$ cat config.mk
export PLATFORM = sky130hd
export DESIGN_NAME = ethernet_deframer
export DESIGN_NICKNAME = d
export VERILOG_FILES = /design/src/rtl/eth_pkg.sv /design/src/rtl/rx_word_packer.sv /design/src/rtl/ethernet_deframer.sv
export SDC_FILE = /design/constraint.sdc
export NUM_CORES = 1
export LEC_CHECK = 0
export ABC_AREA = 1
export BUFFER_PORTS_ARGS = -buffer_cell sky130_fd_sc_hd__buf_2
export CORE_UTILIZATION = 30
export CTS_BUF_LIST = sky130_fd_sc_hd__clkbuf_8
export CTS_CLUSTER_DIAMETER = 60
export DETAILED_ROUTE_END_ITERATION = 10
export PLACE_DENSITY = 0.5
export SETUP_SLACK_MARGIN = 0.02
export SLEW_MARGIN = 5
export SYNTH_ARGS = -nofsm -noshare
export SYNTH_HDL_FRONTEND = slang
export SYNTH_SLANG_ARGS = --single-unit
$ cat constraint.sdc
create_clock -name clk -period 2.2 [get_ports clk]
set_input_delay 0.22 -clock clk [delete_from_list [all_inputs] [get_ports clk]]
set_output_delay 0.22 -clock clk [all_outputs]
set_load 0.03 [all_outputs]
$ cat src/rtl/eth_pkg.sv
// Shared constants, FSM state type and header helper for the Ethernet receive path.
package eth_pkg;

  localparam logic [7:0]  ETH_PREAMBLE_BYTE = 8'hAA;
  localparam logic [7:0]  ETH_SFD           = 8'hAB;
  localparam logic [15:0] ETHERTYPE_IPV4    = 16'h0800;
  localparam int          ETH_HDR_LEN       = 14;
  localparam logic [47:0] ETH_BCAST_MAC     = 48'hFFFF_FFFF_FFFF;

  typedef enum logic [2:0] {
    HUNT,
    PREAMBLE,
    HEADER,
    PAYLOAD,
    DROP
  } rx_state_e;

  // MAC bytes go on the wire most-significant byte first.
  function automatic logic [7:0] mac_byte(input logic [47:0] mac, input logic [3:0] idx);
    logic [47:0] w_shifted;
    w_shifted = mac << (8 * idx);
    return w_shifted[47:40];
  endfunction

endpackage

$ cat src/rtl/rx_word_packer.sv
// Packs payload bytes into words and holds one output word under a valid/ready handshake.
module rx_word_packer #(
  parameter int DATA_WIDTH = 64
) (
  input  logic                    clk,
  input  logic                    reset_n,
  input  logic                    i_start,
  input  logic                    i_push,
  input  logic                    i_flush,
  input  logic [7:0]              i_byte,
  input  logic                    i_data_ready,
  output logic                    o_pack_empty,
  output logic [DATA_WIDTH-1:0]   o_data,
  output logic [DATA_WIDTH/8-1:0] o_keep,
  output logic                    o_valid,
  output logic                    o_sof,
  output logic                    o_eof
);

  localparam int BYTES = DATA_WIDTH / 8;
  localparam int CW    = $clog2(BYTES + 1);

  logic [DATA_WIDTH-1:0] r_pack;
  logic [CW-1:0]         r_pack_cnt;
  logic                  r_sof_pend;
  logic [DATA_WIDTH-1:0] r_data;
  logic [BYTES-1:0]      r_keep;
  logic                  r_valid, r_sof, r_eof;
  logic                  w_full, w_load;
  logic [BYTES-1:0]      w_keep_part;

  assign w_full       = (r_pack_cnt == CW'(BYTES));
  assign w_load       = (i_push && w_full) || i_flush;
  assign o_pack_empty = (r_pack_cnt == '0);

  always_comb begin
    for (int i = 0; i < BYTES; i++) w_keep_part[i] = (CW'(i) < r_pack_cnt);
  end

  // NOTE: the pack register is reset and cleared between frames so lanes past
  // the last byte of a short word read as zero rather than stale payload.
  always_ff @(posedge clk or negedge reset_n) begin
    if (!reset_n) begin
      r_pack     <= '0;
      r_pack_cnt <= '0;
      r_sof_pend <= 1'b0;
      r_data     <= '0;
      r_keep     <= '0;
      r_valid    <= 1'b0;
      r_sof      <= 1'b0;
      r_eof      <= 1'b0;
    end else begin
      // Loads only happen on an accepted byte, which implies the slot is free.
      if (w_load) begin
        r_data     <= r_pack;
        r_keep     <= i_flush ? w_keep_part : '1;
        r_sof      <= r_sof_pend;
        r_eof      <= i_flush;
        r_valid    <= 1'b1;
        r_sof_pend <= 1'b0;
      end else if (i_data_ready) begin
        r_valid <= 1'b0;
      end

      if (i_start) begin
        r_pack     <= '0;
        r_pack_cnt <= '0;
        r_sof_pend <= 1'b1;
      end else if (i_flush) begin
        r_pack     <= '0;
        r_pack_cnt <= '0;
      end else if (i_push) begin
        if (w_full) begin
          r_pack     <= DATA_WIDTH'(i_byte);
          r_pack_cnt <= CW'(1);
        end else begin
          r_pack[8*r_pack_cnt +: 8] <= i_byte;
          r_pack_cnt                <= r_pack_cnt + CW'(1);
        end
      end
    end
  end

  assign o_data  = r_data;
  assign o_keep  = r_keep;
  assign o_valid = r_valid;
  assign o_sof   = r_sof;
  assign o_eof   = r_eof;

endmodule

$ cat src/rtl/ethernet_deframer.sv
// Ethernet receive deframer: preamble/SFD hunt, header filter, payload repacking, frame counters.
module ethernet_deframer
  import eth_pkg::*;
#(
  parameter int          DATA_WIDTH   = 64,
  parameter logic [47:0] DEST_MAC     = 48'hAABBCCDDEEFF,
  parameter int          PREAMBLE_MIN = 7
) (
  input  logic                    clk,
  input  logic                    reset_n,
  input  logic [7:0]              eth_rx_data,
  input  logic                    eth_rx_valid,
  input  logic                    eth_rx_last,
  output logic                    eth_rx_ready,
  output logic [DATA_WIDTH-1:0]   data_out,
  output logic [DATA_WIDTH/8-1:0] data_keep,
  output logic                    data_valid,
  output logic                    data_sof,
  output logic                    data_eof,
  input  logic                    data_ready,
  output logic [31:0]             frames_received,
  output logic [31:0]             frames_dropped,
  output logic [31:0]             bytes_received
);

  rx_state_e   r_state, w_state_next;
  logic [3:0]  r_pre_cnt, r_hdr_idx;
  logic        r_dest_mis, r_bcast_mis, r_type_mis;
  logic        w_dest_mis, w_bcast_mis, w_type_mis, w_hdr_bad;
  logic [15:0] r_pay_cnt;
  logic [31:0] r_frames_received, r_frames_dropped, r_bytes_received;
  logic        w_accept, w_start, w_push, w_flush, w_drop, w_pack_empty;

  assign eth_rx_ready = !data_valid || data_ready;
  assign w_accept     = eth_rx_valid && eth_rx_ready;

  // Sticky mismatch flags including the byte currently on the bus.
  assign w_dest_mis  = r_dest_mis  || (r_hdr_idx < 4'd6 && eth_rx_data != mac_byte(DEST_MAC, r_hdr_idx));
  assign w_bcast_mis = r_bcast_mis || (r_hdr_idx < 4'd6 && eth_rx_data != mac_byte(ETH_BCAST_MAC, r_hdr_idx));
  assign w_type_mis  = r_type_mis
                    || (r_hdr_idx == 4'd12 && eth_rx_data != ETHERTYPE_IPV4[15:8])
                    || (r_hdr_idx == 4'd13 && eth_rx_data != ETHERTYPE_IPV4[7:0]);
  assign w_hdr_bad   = (w_dest_mis && w_bcast_mis) || w_type_mis;

  always_ff @(posedge clk or negedge reset_n) begin
    if (!reset_n) r_state <= HUNT;
    else          r_state <= w_state_next;
  end

  // NOTE: every output of this block gets a default first so no latch is inferred.
  always_comb begin
    w_state_next = r_state;
    w_start      = 1'b0;
    w_push       = 1'b0;
    w_flush      = 1'b0;
    w_drop       = 1'b0;
    if (w_accept) begin
      unique case (r_state)
        HUNT: begin
          if (!eth_rx_last && eth_rx_data == ETH_PREAMBLE_BYTE) w_state_next = PREAMBLE;
        end
        PREAMBLE: begin
          if (eth_rx_last) begin
            w_drop       = 1'b1;
            w_state_next = HUNT;
          end else if (eth_rx_data == ETH_SFD && int'(r_pre_cnt) >= PREAMBLE_MIN) begin
            w_start      = 1'b1;
            w_state_next = HEADER;
          end else if (eth_rx_data != ETH_PREAMBLE_BYTE) begin
            w_state_next = HUNT;
          end
        end
        HEADER: begin
          if (eth_rx_last) begin
            w_drop       = 1'b1;
            w_state_next = HUNT;
          end else if (r_hdr_idx == 4'(ETH_HDR_LEN - 1)) begin
            w_state_next = w_hdr_bad ? DROP : PAYLOAD;
          end
        end
        PAYLOAD: begin
          if (eth_rx_last) begin
            w_flush      = !w_pack_empty;
            w_drop       = w_pack_empty;
            w_state_next = HUNT;
          end else begin
            w_push = 1'b1;
          end
        end
        DROP: begin
          if (eth_rx_last) begin
            w_drop       = 1'b1;
            w_state_next = HUNT;
          end
        end
        default: w_state_next = HUNT;
      endcase
    end
  end

  // NOTE: sequential state uses non-blocking assignments so every register
  // samples pre-edge values regardless of statement order.
  always_ff @(posedge clk or negedge reset_n) begin
    if (!reset_n) begin
      r_pre_cnt         <= '0;
      r_hdr_idx         <= '0;
      r_dest_mis        <= 1'b0;
      r_bcast_mis       <= 1'b0;
      r_type_mis        <= 1'b0;
      r_pay_cnt         <= '0;
      r_frames_received <= '0;
      r_frames_dropped  <= '0;
      r_bytes_received  <= '0;
    end else begin
      if (w_accept && r_state == HUNT) begin
        r_pre_cnt <= 4'd1;
      end else if (w_accept && r_state == PREAMBLE && eth_rx_data == ETH_PREAMBLE_BYTE
                   && r_pre_cnt != 4'hF) begin
        r_pre_cnt <= r_pre_cnt + 4'd1;
      end

      if (w_start) begin
        r_hdr_idx   <= '0;
        r_dest_mis  <= 1'b0;
        r_bcast_mis <= 1'b0;
        r_type_mis  <= 1'b0;
        r_pay_cnt   <= '0;
      end else if (w_accept && r_state == HEADER) begin
        r_hdr_idx   <= r_hdr_idx + 4'd1;
        r_dest_mis  <= w_dest_mis;
        r_bcast_mis <= w_bcast_mis;
        r_type_mis  <= w_type_mis;
      end

      if (w_push && r_pay_cnt != 16'hFFFF) r_pay_cnt <= r_pay_cnt + 16'd1;

      if (w_flush) begin
        r_frames_received <= r_frames_received + 32'd1;
        r_bytes_received  <= r_bytes_received + 32'(r_pay_cnt);
      end
      if (w_drop) r_frames_dropped <= r_frames_dropped + 32'd1;
    end
  end

  rx_word_packer #(.DATA_WIDTH(DATA_WIDTH)) u_packer (
    .clk          (clk),
    .reset_n      (reset_n),
    .i_start      (w_start),
    .i_push       (w_push),
    .i_flush      (w_flush),
    .i_byte       (eth_rx_data),
    .i_data_ready (data_ready),
    .o_pack_empty (w_pack_empty),
    .o_data       (data_out),
    .o_keep       (data_keep),
    .o_valid      (data_valid),
    .o_sof        (data_sof),
    .o_eof        (data_eof)
  );

  assign frames_received = r_frames_received;
  assign frames_dropped  = r_frames_dropped;
  assign bytes_received  = r_bytes_received;

endmodule

Word level (Yosys, flattened, before mapping). Cells that the tools add are included. Widths: inputs -> output; s select.

Output and inout bits: 172. Logic and storage cells: 145. Register bits after elaboration: 270.

Shifts and indexed selects: 4. Mux-type cells: 49. Order comparisons: 10. Equality and inequality tests: 19. Add/subtract/negate cells: 8. Reductions and logical operators: 37.

Operator list (number): $mux 64 (4); $shl 48x7->48 const A (2); $add 32x1->32 const B (2); $bwmux 64 (1); $shift 8x34->64 const A (1); $shiftx 8x34->64 (1); $neg 7->34 (1); $add 32x16->32 (1); $mux 16 (2); $mux 4 (8); $mux 3 (8); $mux 1 (23); $add 16x1->16 const B (1); $eq 8x8->1 const B (2); $lt 3x4->1 const A (4); $ne 16x16->1 const B (1); $ne 8x8->1 (2); $logic_and 1x1->1 (15); $add 4x1->4 const B (3); $eq 4x4->1 const B (3); $pmux 3 s4 (1); $reduce_bool 2->1 (5); $lt 1x4->1 const A (2); $lt 2x4->1 const A (2); 22 further kinds (32).

Logic depth before layout (Yosys ltp).
Word-level depth: 10. Mapped depth: 15. Depth with buffers taken out: 15.

Hierarchy. A second synthesis with hierarchy kept.

Cells, all modules: 1726. Area, all modules: 13898.3 um^2.

By module, submodules not included: ethernet_deframer (area each 7882.6 um^2, times used 1, seq. area each 3153.0 um^2, cells each 1058); rx_word_packer (area each 6015.8 um^2, times used 1, seq. area each 3603.5 um^2, cells each 668).

Worst setup path after synthesis. Ideal clock, no wire load.

Path type: register to register. Start: register u_packer.r_pack_cnt[0]. End: register u_packer.r_pack[1]. Setup slack: -0.201 ns. Arrival: 2.318 ns. Clock period less this slack: 2.401 ns. Buffers on the path: 2. Stages on the path, launching flop included: 11. Setup time: 0.083 ns. Cells stage by stage: dfrtp_1 > clkbuf_1 > clkbuf_1 > nor3_1 > ha_1 > inv_1 > nand3_1 > nor3_1 > o211a_1 > nand2_1 > o21ai_0.

Word-level cells in the longest chain between the ends: 7. Elaborated cells between the ends (all ways): 15. Classes of those cells: add/sub (1); eq/ne (1); shift (2); mux (8); reduce/logical (3).

Ends and longest elaborated chain: from (decl) (line rx_word_packer.sv:24) `logic [CW-1:0] r_pack_cnt;`; from (signal assigned) (line rx_word_packer.sv:78) `r_pack_cnt <= r_pack_cnt + CW'(1);`; $neg 7->34 / $logic_not 4->1 (equally long branches) (line rx_word_packer.sv:77, rx_word_packer.sv:34); $shiftx 8x34->64, or another cell as far along (line rx_word_packer.sv:77) `r_pack[8*r_pack_cnt +: 8] <= i_byte;`; $bwmux 64 / $mux 1 (equally long branches) (line rx_word_packer.sv:77, ethernet_deframer.sv:82); $mux 64 / $mux 1 (equally long branches) (line rx_word_packer.sv:73, ethernet_deframer.sv:58); $mux 64 / $mux 1 (equally long branches) (line rx_word_packer.sv:72, ethernet_deframer.sv:57); $mux 64 (line rx_word_packer.sv:69) `end else if (i_flush) begin`; $mux 64 (line rx_word_packer.sv:65) `if (i_start) begin`; to (signal assigned) (line rx_word_packer.sv:74) `r_pack <= DATA_WIDTH'(i_byte);`; to (signal, indexed assignment) (line rx_word_packer.sv:77); to (decl) (line rx_word_packer.sv:23) `logic [DATA_WIDTH-1:0] r_pack;`.

Parallel ways exist; a longest one is shown, timed or not. The select of a mux whose other input is x is not followed. A chain may end at the register's enable or synchronous reset.

Final worst setup path.
Start: register u_packer.r_pack_cnt[0]. End: register u_packer.r_pack[34].

The elaborated chain is that of the path after synthesis.

==> summary.md <==
| Metric | Value |
|---|---|
| Worst-margin pin slew | `roughly 530 ps` |
| Number of global-route vias before repair | `roughly 12000` |
| TritonCTS clock tree | `yes` |
| Xor/xnor cell area share of the yosys netlist | `between 5 and 6%` |
| Die Width | `218 um` |
| Status | `finished, final reports clean` |
| Reg-to-reg slack, setup | `130 ps` |
| Critical R2R Launch | `u_packer.r_pack_cnt[0]` |
| Ys Warns | `0` |
| Seq cells post-synth | `270` |
| LEAKAGE | `9.29 nW` |
| Clock Skew | `13.7 ps` |
| Pin count of the biggest net entering global routing | `72` |
| Mapped Area | `approximately 0.014 sq mm` |
| DRC viols | `0` |
| Total CTS buffers | `51` |
| Placed insts | `2550` |
| Fin area | `0.0176 sq mm` |
| Die Area | `0.0476 sq mm` |
| Area Growth Syn to Fin | `25.7%` |
| R2R depth | `10` |
| Max frequency | `0.484 GHz` |
| Pwr dens | `644 mW/mm^2` |
| Router iterations before antenna repair | `5` |
| Worst-Skew Late Latency | `620 ps` |
| N_diodes | `0` |
| Max-slew violations | `0` |
| Post-synthesis mux area share | `0%` |
| Placed wire-length estimate | `30400 um` |
| Final Hold Slack | `50.4 ps` |
| GP Congestion | `0.902` |
| Final setup fails | `0` |
| Synth Area per Inst | `8.10 sq um` |
| Final nets | `a little over 2000` |
| CP max stage delay | `approximately 360 ps` |
| Antenna violations before repair | `1` |
| Reg2Reg Capture Point | `u_packer.r_pack[34]` |
| Crit path max-delay family | `simple AND/OR/NAND/NOR gates` |
| Largest family of logic cells by synthesized area | `simple AND/OR/NAND/NOR gates` |
| Slowest cell on the critical path | `dfrtp_1` |
| Worst-path cell chain | `clkinv_1 -> ha_2 -> nand3_2 -> nand3_1 -> nor2_4 -> nor2_2 -> nand2_4 -> clkinv_2 -> nand3_2 -> o21ai_1` |
| Post-synthesis net count | `about 1800` |
| MaxCap Viol Count | `0` |
| Via count | `12500` |
| DR vias/cell | `roughly 4.7` |
| Detail Route Antenna Nets | `0` |
| Crit share post-route | `94.0%` |
| Hold Path End | `u_packer.r_pack[6]` |
| Initial Util | `30.6%` |
| Hold path depth | `4` |
| Unrepaired setup endpoints after global routing | `true` |
| Hold_sp | `eth_rx_data[6]` |
| CP Buf/Inv Count | `2` |
| CP required | `2700 ps` |
| Placed Area | `roughly 0.016 sq mm` |
| Crit path capture type | `flip-flop` |
| Worst Hold Class | `input port to flip-flop` |
| Synth Area in Simple Gates | `30.2%` |
| Core area | `0.0458 sq mm` |
| Remaining Overflow, GRT | `0` |
| Starting DRT DRC Count | `approximately 700` |
| Critical Path Fanout Max | `11` |
| Row count | `78` |
| Root buf cell | `clkbuf_8` |
| CP Data Arrival Time | `2570 ps` |
| Critical path launch point type | `flip-flop` |
| Syn Inst Count | `1731` |
| Post-synthesis compound-gate area fraction | `7.01%` |
| DRT Wirelength | `41200 um` |
| Register area share after synthesis | `between 40% and 50%` |
| Setup_tns | `0 ps` |
| Io pins | `185` |
| Layout Cells excl Fill | `2654` |
| GRT Overall Usage | `17.4%` |
| Clock tree buffer depth | `3` |
| First-pass GRT wire length | `between 60000 and 70000 um` |
| Htree depth | `2` |
| Final hold violations | `0` |
| Slew headroom | `64.5%` |
| Setup CP Type | `flip-flop to flip-flop` |
| Fin crit period | `2070 ps` |
| Fin util | `between 30% and 40%` |
| Adder-cell share of the synthesized area | `2.91%` |
| Layout cell share with drive strength beyond 1 | `about 22%` |
| Post-synth cell types | `50` |
| Port Buffer Count | `184` |
| Peak supply drop | `0.524 mV` |
| Die Span Y | `218 um` |
| Clk sink count | `270` |
| Clock edge transition at the registers on the reported setup and hold paths | `around 60 ps` |
| Critical path's most frequent cell | `nand3_2` |
| DR WL/cell | `roughly 16 um` |
final cells by class:
type,count,area (sq um)
fillers,4733,28200
flip-flops and latches,270,6760
multi-input cells,1254,6680
repair buffers,273,1730
clock buffers,71,977
well taps,600,751
inverters,163,618
clock inverters,23,108
where the power goes:
part | switching, mW | internal [mW]
clock network | 2.25 | 2.86
registers | 0.155 | 5.08
logic | 0.725 | 0.273
cell usage after synthesis, drive strengths merged:
| cell type | instances | area (sq um) |
|---|---|---|
| a21boi | 4 | 30.0 |
| a21o | 3 | 22.5 |
| a21oi | 30 | 150 |
| a31oi | 2 | 12.5 |
| buf | 27 | 198 |
| clkbuf | 18 | 67.6 |
| clkinv | 2 | 12.5 |
| dfrtp | 270 | 6760 |
| fa | 1 | 20.0 |
| ha | 31 | 388 |
| inv | 161 | 604 |
| nand2 | 591 | 2260 |
| nand3 | 105 | 583 |
| nand3b | 3 | 35.0 |
| nand4 | 45 | 288 |
| nor2 | 136 | 561 |
| nor3 | 49 | 277 |
| nor3b | 2 | 20.0 |
| nor4 | 27 | 169 |
| o211a | 1 | 10.0 |
| o211ai | 1 | 7.51 |
| o21ai | 115 | 647 |
| o21bai | 2 | 15.0 |
| o22ai | 6 | 37.5 |
| o31ai | 4 | 30.0 |
| o32a | 2 | 20.0 |
| or2 | 7 | 43.8 |
| xnor2 | 22 | 193 |
| xor2 | 64 | 561 |
cell families (layout without fill, tap and decap cells):
| group | count (synthesis) | count (layout) |
|---|---|---|
| simple gates | 965 | 966 |
| flops | 270 | 270 |
| buf+inv | 208 | 530 |
| compound gates | 170 | 170 |
| xor+xnor | 86 | 86 |
| fa+ha+maj | 32 | 32 |
layer usage:
layer	vias up	wire length, um	track usage, %
met5	-	0	0
met4	0	1130	6.34
met3	74	1650	2.80
met2	242	19400	27.9
met1	5992	19000	23.4
li1	6184	-	-
flip-flops by register name, indices dropped and copies added, names as in the netlist, 8 cells and up:
signal,cells
u_packer.o_data,64
u_packer.r_pack,64
bytes_received,32
frames_dropped,32
frames_received,32
r_pay_cnt,16
u_packer.o_keep,8
metrics by stage:
step	setup slack [ps]	power (mW)
final	132	11.3
after global routing	-14.3	11.9
after CTS	23.7	11.6
after detailed placement	-73.1	6.30
after global placement	8.84	6.29
after floorplan	28.1	5.85
worst min-delay path, stage by stage:
cell and delay [ps]:
buf_2 120, buf_4 150, nand2_1 70, o21ai_1 60
worst max path at each step:
stage	startpoint	endpoint	slack [ps]	cells after the start
floorplan	bytes_received[0]	bytes_received[12]	30	12
global placement	r_pay_cnt[9]	bytes_received[21]	9	11
detailed placement	u_packer.r_pack_cnt[0]	u_packer.r_pack[53]	-70	10
CTS	u_packer.r_pack_cnt[0]	u_packer.r_pack[4]	20	9
global route	u_packer.r_pack_cnt[1]	u_packer.r_pack[18]	-10	11
finish	u_packer.r_pack_cnt[0]	u_packer.r_pack[34]	130	10
cells in the final DEF (no fill, tap or decap), types with 7 or more instances in the layout:
master,count
nand3_1,94
nor4_1,25
nand2_1,577
xor2_1,64
ha_1,23
nor3_1,39
nor2_2,9
buf_4,73
nand2_4,7
nand4_1,44
xnor2_1,22
clkbuf_8,71
a21oi_1,27
clkinv_2,8
o21ai_0,63
dfrtp_1,267
inv_1,165
o21ai_1,33
inv_2,8
nand3_2,7
or2_2,7
nor2_1,119
nor2_4,8
buf_2,183
nand2_2,8
o21ai_2,14
buf_12,9
repair_timing:
item | in CTS | in global routing
setup endpoints to repair | 29 | 109
gates cloned | 0 | 1
resized for setup | 7 | 52
pin swaps | 1 | 8
endpoints found under the hold margin | 276 | 0
hold buffers | 6 | 0
setup buffers | 0 | 3
Note: power is estimated with default switching activity, not from simulation.
